<file path="config.mk">
export PLATFORM = sky130hd
export DESIGN_NAME = flash_loader
export DESIGN_NICKNAME = d
export VERILOG_FILES = /design/src/rtl/flash_loader.sv
export SDC_FILE = /design/constraint.sdc
export NUM_CORES = 1
export LEC_CHECK = 0
export CAP_MARGIN = 20
export CORE_MARGIN = 3
export CORE_UTILIZATION = 45
export CTS_CLUSTER_DIAMETER = 150
export DETAILED_ROUTE_END_ITERATION = 8
export DONT_BUFFER_PORTS = 1
export GPL_TIMING_DRIVEN = 0
export PLACE_DENSITY = 0.7
export SETUP_SLACK_MARGIN = 0.2
export SLEW_MARGIN = 20
export SYNTH_ARGS = -nofsm -noshare
export SYNTH_HDL_FRONTEND = slang
export SYNTH_SLANG_ARGS = --single-unit
</file>
<file path="constraint.sdc">
create_clock -name clk -period 2.7 [get_ports clk]
set_input_delay 0.675 -clock clk [delete_from_list [all_inputs] [get_ports clk]]
set_output_delay 0.675 -clock clk [all_outputs]
set_load 0.01 [all_outputs]
</file>
<file path="src/rtl/flash_loader.sv">
// Boot-time copy engine: streams a block of SPI NOR flash (READ 0x03) into the cache write port,
// packing each four received bytes into one little-endian 32-bit word.
module flash_loader #(
  parameter logic [23:0] FLASH_ADDRESS      = 24'h00_0000,
  parameter logic [31:0] CACHE_ADDRESS_BASE = 32'h0000_0000,
  parameter logic [31:0] TRANSFER_BYTES     = 32'h0001_0000,
  parameter int unsigned STARTUP_WAIT       = 10
) (
  input  logic        clk,
  input  logic        rst_n,
  input  logic        start,
  output logic        busy,
  output logic        done,
  output logic        flash_clk,
  output logic        flash_mosi,
  output logic        flash_cs,
  input  logic        flash_miso,
  output logic [31:0] cache_address,
  output logic [31:0] cache_data_in,
  output logic [3:0]  cache_write_enable,
  input  logic        cache_busy
);

  typedef enum logic [2:0] {
    StIdle, StWait, StCmd, StAddr, StRead, StIssue, StWriteWait, StDone
  } state_e;

  localparam logic [31:0] CmdAddr    = {8'h03, FLASH_ADDRESS};
  localparam logic [31:0] TotalWords = TRANSFER_BYTES >> 2;

  state_e      state_q, state_d;
  logic [31:0] wait_cnt_q, wait_cnt_d;
  logic [5:0]  phase_q, phase_d;
  logic [31:0] shift_q, shift_d;
  logic [31:0] words_q, words_d;
  logic        cs_q, cs_d;
  logic        sck_q, sck_d;
  logic        mosi_q, mosi_d;
  logic        busy_q, busy_d;
  logic        done_q, done_d;
  logic [31:0] addr_q, addr_d;
  logic [31:0] data_q, data_d;
  logic [3:0]  we_q, we_d;

  // The first received byte sits in the top of the shift register; swap so it lands in byte 0.
  logic [31:0] rx_word;
  assign rx_word = {shift_q[30:0], flash_miso};

  always_comb begin
    state_d    = state_q;
    wait_cnt_d = wait_cnt_q;
    phase_d    = phase_q;
    shift_d    = shift_q;
    words_d    = words_q;
    cs_d       = cs_q;
    sck_d      = sck_q;
    mosi_d     = mosi_q;
    busy_d     = busy_q;
    done_d     = done_q;
    addr_d     = addr_q;
    data_d     = data_q;
    we_d       = we_q;

    unique case (state_q)
      StIdle: begin
        if (start) begin
          busy_d     = 1'b1;
          done_d     = 1'b0;
          addr_d     = CACHE_ADDRESS_BASE;
          wait_cnt_d = '0;
          words_d    = '0;
          state_d    = StWait;
        end
      end
      StWait: begin
        if (wait_cnt_q == 32'(STARTUP_WAIT)) begin
          cs_d    = 1'b0;
          phase_d = '0;
          state_d = StCmd;
        end else begin
          wait_cnt_d = wait_cnt_q + 32'd1;
        end
      end
      StCmd, StAddr: begin
        if (!phase_q[0]) begin
          sck_d  = 1'b0;
          mosi_d = CmdAddr[5'd31 - phase_q[5:1]];
        end else begin
          sck_d = 1'b1;
          if (phase_q == 6'd15) state_d = StAddr;
          if (phase_q == 6'd63) state_d = StRead;
        end
        phase_d = phase_q + 6'd1;
      end
      StRead: begin
        if (!phase_q[0]) begin
          sck_d  = 1'b0;
          mosi_d = 1'b0;
          // Phase 0 has no preceding high phase in this word, so nothing to sample yet.
          if (phase_q != 6'd0) shift_d = rx_word;
        end else begin
          sck_d = 1'b1;
          if (phase_q == 6'd63) state_d = StIssue;
        end
        phase_d = phase_q + 6'd1;
      end
      StIssue: begin
        sck_d   = 1'b0;
        shift_d = rx_word;
        data_d  = {rx_word[7:0], rx_word[15:8], rx_word[23:16], rx_word[31:24]};
        we_d    = 4'b1111;
        state_d = StWriteWait;
      end
      StWriteWait: begin
        if (!cache_busy) begin
          we_d    = 4'b0000;
          addr_d  = addr_q + 32'd4;
          words_d = words_q + 32'd1;
          phase_d = '0;
          state_d = (words_q + 32'd1 == TotalWords) ? StDone : StRead;
        end
      end
      StDone: begin
        cs_d   = 1'b1;
        sck_d  = 1'b0;
        busy_d = 1'b0;
        done_d = 1'b1;
        if (start) begin
          busy_d     = 1'b1;
          done_d     = 1'b0;
          addr_d     = CACHE_ADDRESS_BASE;
          wait_cnt_d = '0;
          words_d    = '0;
          state_d    = StWait;
        end
      end
      default: state_d = StIdle;
    endcase
  end

  always_ff @(posedge clk or negedge rst_n) begin
    if (!rst_n) begin
      state_q    <= StIdle;
      wait_cnt_q <= '0;
      phase_q    <= '0;
      shift_q    <= '0;
      words_q    <= '0;
      cs_q       <= 1'b1;
      sck_q      <= 1'b0;
      mosi_q     <= 1'b0;
      busy_q     <= 1'b0;
      done_q     <= 1'b0;
      addr_q     <= CACHE_ADDRESS_BASE;
      data_q     <= '0;
      we_q       <= '0;
    end else begin
      state_q    <= state_d;
      wait_cnt_q <= wait_cnt_d;
      phase_q    <= phase_d;
      shift_q    <= shift_d;
      words_q    <= words_d;
      cs_q       <= cs_d;
      sck_q      <= sck_d;
      mosi_q     <= mosi_d;
      busy_q     <= busy_d;
      done_q     <= done_d;
      addr_q     <= addr_d;
      data_q     <= data_d;
      we_q       <= we_d;
    end
  end

  assign busy               = busy_q;
  assign done               = done_q;
  assign flash_clk          = sck_q;
  assign flash_mosi         = mosi_q;
  assign flash_cs           = cs_q;
  assign cache_address      = addr_q;
  assign cache_data_in      = data_q;
  assign cache_write_enable = we_q;

endmodule

</file>
==> out/metrics.cfg <==
[setup_path]
end_kind=register
cp_max_fo=8
r2r_cells=8
crit_family=compound AO/OA/AOI/OAI gates
path_class=reg -> reg
critPathLaunchType=register
slowest_delay_ns=0.44
path_buf_inv=1
crit_top_cell=a2111oi_4
crit_chain=and3_4, buf_6, or3_4, a2111oi_4, o2111ai_2, a2111oi_4, nand4_1, a31oi_1
critical_path_arrival_ns=2.87
crit_path_top_delay_cell=dfrtp_2
r2r_end=state_q[1]
cp.required_ns=3.05
reg2reg_slack_ns=0.18
timing.rr.start=words_q[1]

[logic_synthesis]
netlist_area_um2=8710
synth_top_area_share_pct=49.1
yosys.cell_types.count=62
ys_ff_latch=172
yosysWarnings=0
synth_enable_flop_cells=0
synth.area.top_cells=dfrtp_1 49%, mux2_2 8.4%, o21ai_0 4.3%, nor2_1 4.1%, xnor2_1 2.9%
ys.flop_type=dfrtp_1
synthArstFlopShare_pct=100
postSynthCellCount=874
synth_top_area_cell=dfrtp_1
ys_seq_area_share_pct=49.4
syn_area_per_cell_um2=9.97

[sta]
tightestPinTransition_ns=0.663
max_freq_mhz=397
finalCritPeriodShare_pct=93.4
rsz0062_at_grt=yes
fin_ws_ns=0.178
finalHoldViolations=95
layout_min_cycle_time_ns=2.52
finalHoldWorstSlack_ns=-0.0532
skew_ns=0.00591
setup_tns_ns=0
maxSlewHeadroom_pct=55.8
setup_viol=0
final_max_slew_viol_count=0

[power_and_ir_drop]
ir_drop_mv=0.353
power.density_nw_per_um2=619
p_leak_nw=4.46

[grt]
top_usage_layer=met2
antenna_found_initial=0
grt_start_max_net_pins=173
use_met3_pct=4.40
gr-usage-met1_pct=26.5
grt_pass1_vias=6349
overflow=0
met2_usage_pct=30.0
grt_pass1_wl_um=33000
grt_usage_pct=18.9

[cts]
clock-root-buffer=clkbuf_16
cts_htree_levels=4
tritoncts=built
numCtsBuffers=17
cts_sinks=172
cts_buffer_depth=2
clk-insertion-delay-late_ns=0.42
clkTransAtPathRegs_ns=0.07

[route]
post-route-drc-count=0
drtAntennaViolNets=0
avgRoutedWirePerCell_um=16.8
vias_per_cell=5.59
drt-initial-drc-count=418
vias=6589
firstDrtPassIters=5
wirelength_um=19800

[worst_hold_path]
hold_path.class=in -> async

[final_layout]
area_growth_pct=14.0
fin_area_um2=9930
drive_gt1_share_pct=19.4
final_nets=918
layout_common_cells=168 x dfrtp_1, 93 x nor2_1, 74 x o21ai_0
diodes=0
fillers=1733
final_common_cell=dfrtp_1
final_util_pct=52.5

[placed_design]
place_area_um2=9040
hpwl_um=13000
port-buffer-count=0
place_ws_ns=-0.0554
gp_congestion=0.857

[floorplan]
die_x_um=145
num_rows=50
fp.coreArea_um2=18900
die_h_um=145
pin_count=78
start_util_pct=46.1
die_area_um2=21100

[run_status]
outcome=finished, violations left
violations=hold timing

[flow_run]
cap_violations=0

==> worst max path at each step <==
stage | start | cells past startpoint | endpoint
floorplan | words_q[0] | 9 | state_q[0]
global placement | words_q[0] | 9 | state_q[0]
detailed placement | words_q[0] | 9 | state_q[0]
CTS | words_q[0] | 9 | state_q[0]
global route | words_q[5] | 9 | state_q[1]
finish | words_q[1] | 8 | state_q[1]
==> cell families after synthesis <==
kind of cell	Yosys count	synth area share, %
AOI/OAI and AO/OA	163	11.3
xor gates and xnor gates	57	5.73
adders and majority gates	7	1.01
buffers and inverters	70	4.24
DFF	172	49.4
muxes	70	8.98
other	1	0.0430
and+or+nand+nor	334	19.3
==> per-layer routing <==
layer  wire length [um]  up-vias
li1                   -     3177
met1               9120     3259
met2               9540      132
met3                876       21
met4                231        0
met5                  0        -
==> timing repair <==
action / CTS / global route
gates resized for setup: 13 / 43
pin swaps: 4 / 13
setup endpoints to repair: 44 / 89
buffers inserted: 3 / 9
endpoints found under the hold margin: 171 / 171
==> flip-flops by register name (all words and copies together), names as in the netlist <==
signal	count
shift_q	31
cache_data_in	32
state_q	3
flash_mosi	1
wait_cnt_q	32
busy	1
cache_write_enable	1
phase_q	6
flash_clk	1
cache_address	30
words_q	32
done	1
flash_cs	1
==> layout make-up <==
type	instances	area, um2	share of cell area (%)
plain buffers	56	343	3.45
clock buffers	17	425	4.28
clock inverters	15	176	1.78
inverters	14	52.6	0.529
multi-input cells	633	4210	42.4
flip-flops and latches	172	4310	43.4
well taps	260	325	3.28
repair buffers	12	90.1	0.907
==> where the power goes <==
part | internal, mW | switching (mW) | leakage (nW) | total [mW]
Clock | 1.40 | 1.11 | 0.289 | 2.51
Combinational | 0.325 | 0.376 | 1.83 | 0.701
Sequential | 2.73 | 0.210 | 2.35 | 2.94
Total | 4.45 | 1.70 | 4.46 | 6.15
==> cell usage after synthesis, types with 2 or more instances <==
cell type / instances
ha_1: 7
and2_1: 11
buf_1: 11
or3_1: 16
buf_6: 7
nand2_1: 61
mux2i_1: 5
o41ai_1: 4
mux2_2: 65
nor4_1: 13
nand3b_1: 2
or4_1: 2
clkbuf_1: 23
o22ai_1: 2
inv_1: 14
o21ai_0: 74
and3_1: 15
dlymetal6s2s_1: 2
nand4_1: 23
buf_2: 5
a311oi_1: 2
a31oi_1: 15
nand2b_1: 3
and4_1: 12
nor3_1: 26
a21oi_1: 34
buf_4: 7
a2111oi_2: 3
or2_2: 2
o2111ai_1: 5
nor2_1: 96
xor2_1: 28
xnor2_1: 29
o31ai_1: 8
dfrtp_1: 171
a22o_1: 4
nand3_1: 42
==> per-stage QoR <==
step | std cells | power, mW
global placement | 1135 | 3.61
global route | 1179 | 6.45
detailed placement | 1135 | 3.65
floorplan | 875 | 3.48
CTS | 1170 | 6.17
finish | 1179 | 6.15
==> worst reg2reg max path, stage by stage (launching register included) <==
cell and delay, ns:
dfrtp_2 0.44, and3_4 0.19, buf_6 0.13, or3_4 0.33, a2111oi_4 0.31, o2111ai_2 0.20, a2111oi_4 0.41, nand4_1 0.22
a31oi_1 0.21
(Power assumes the default switching activity.)
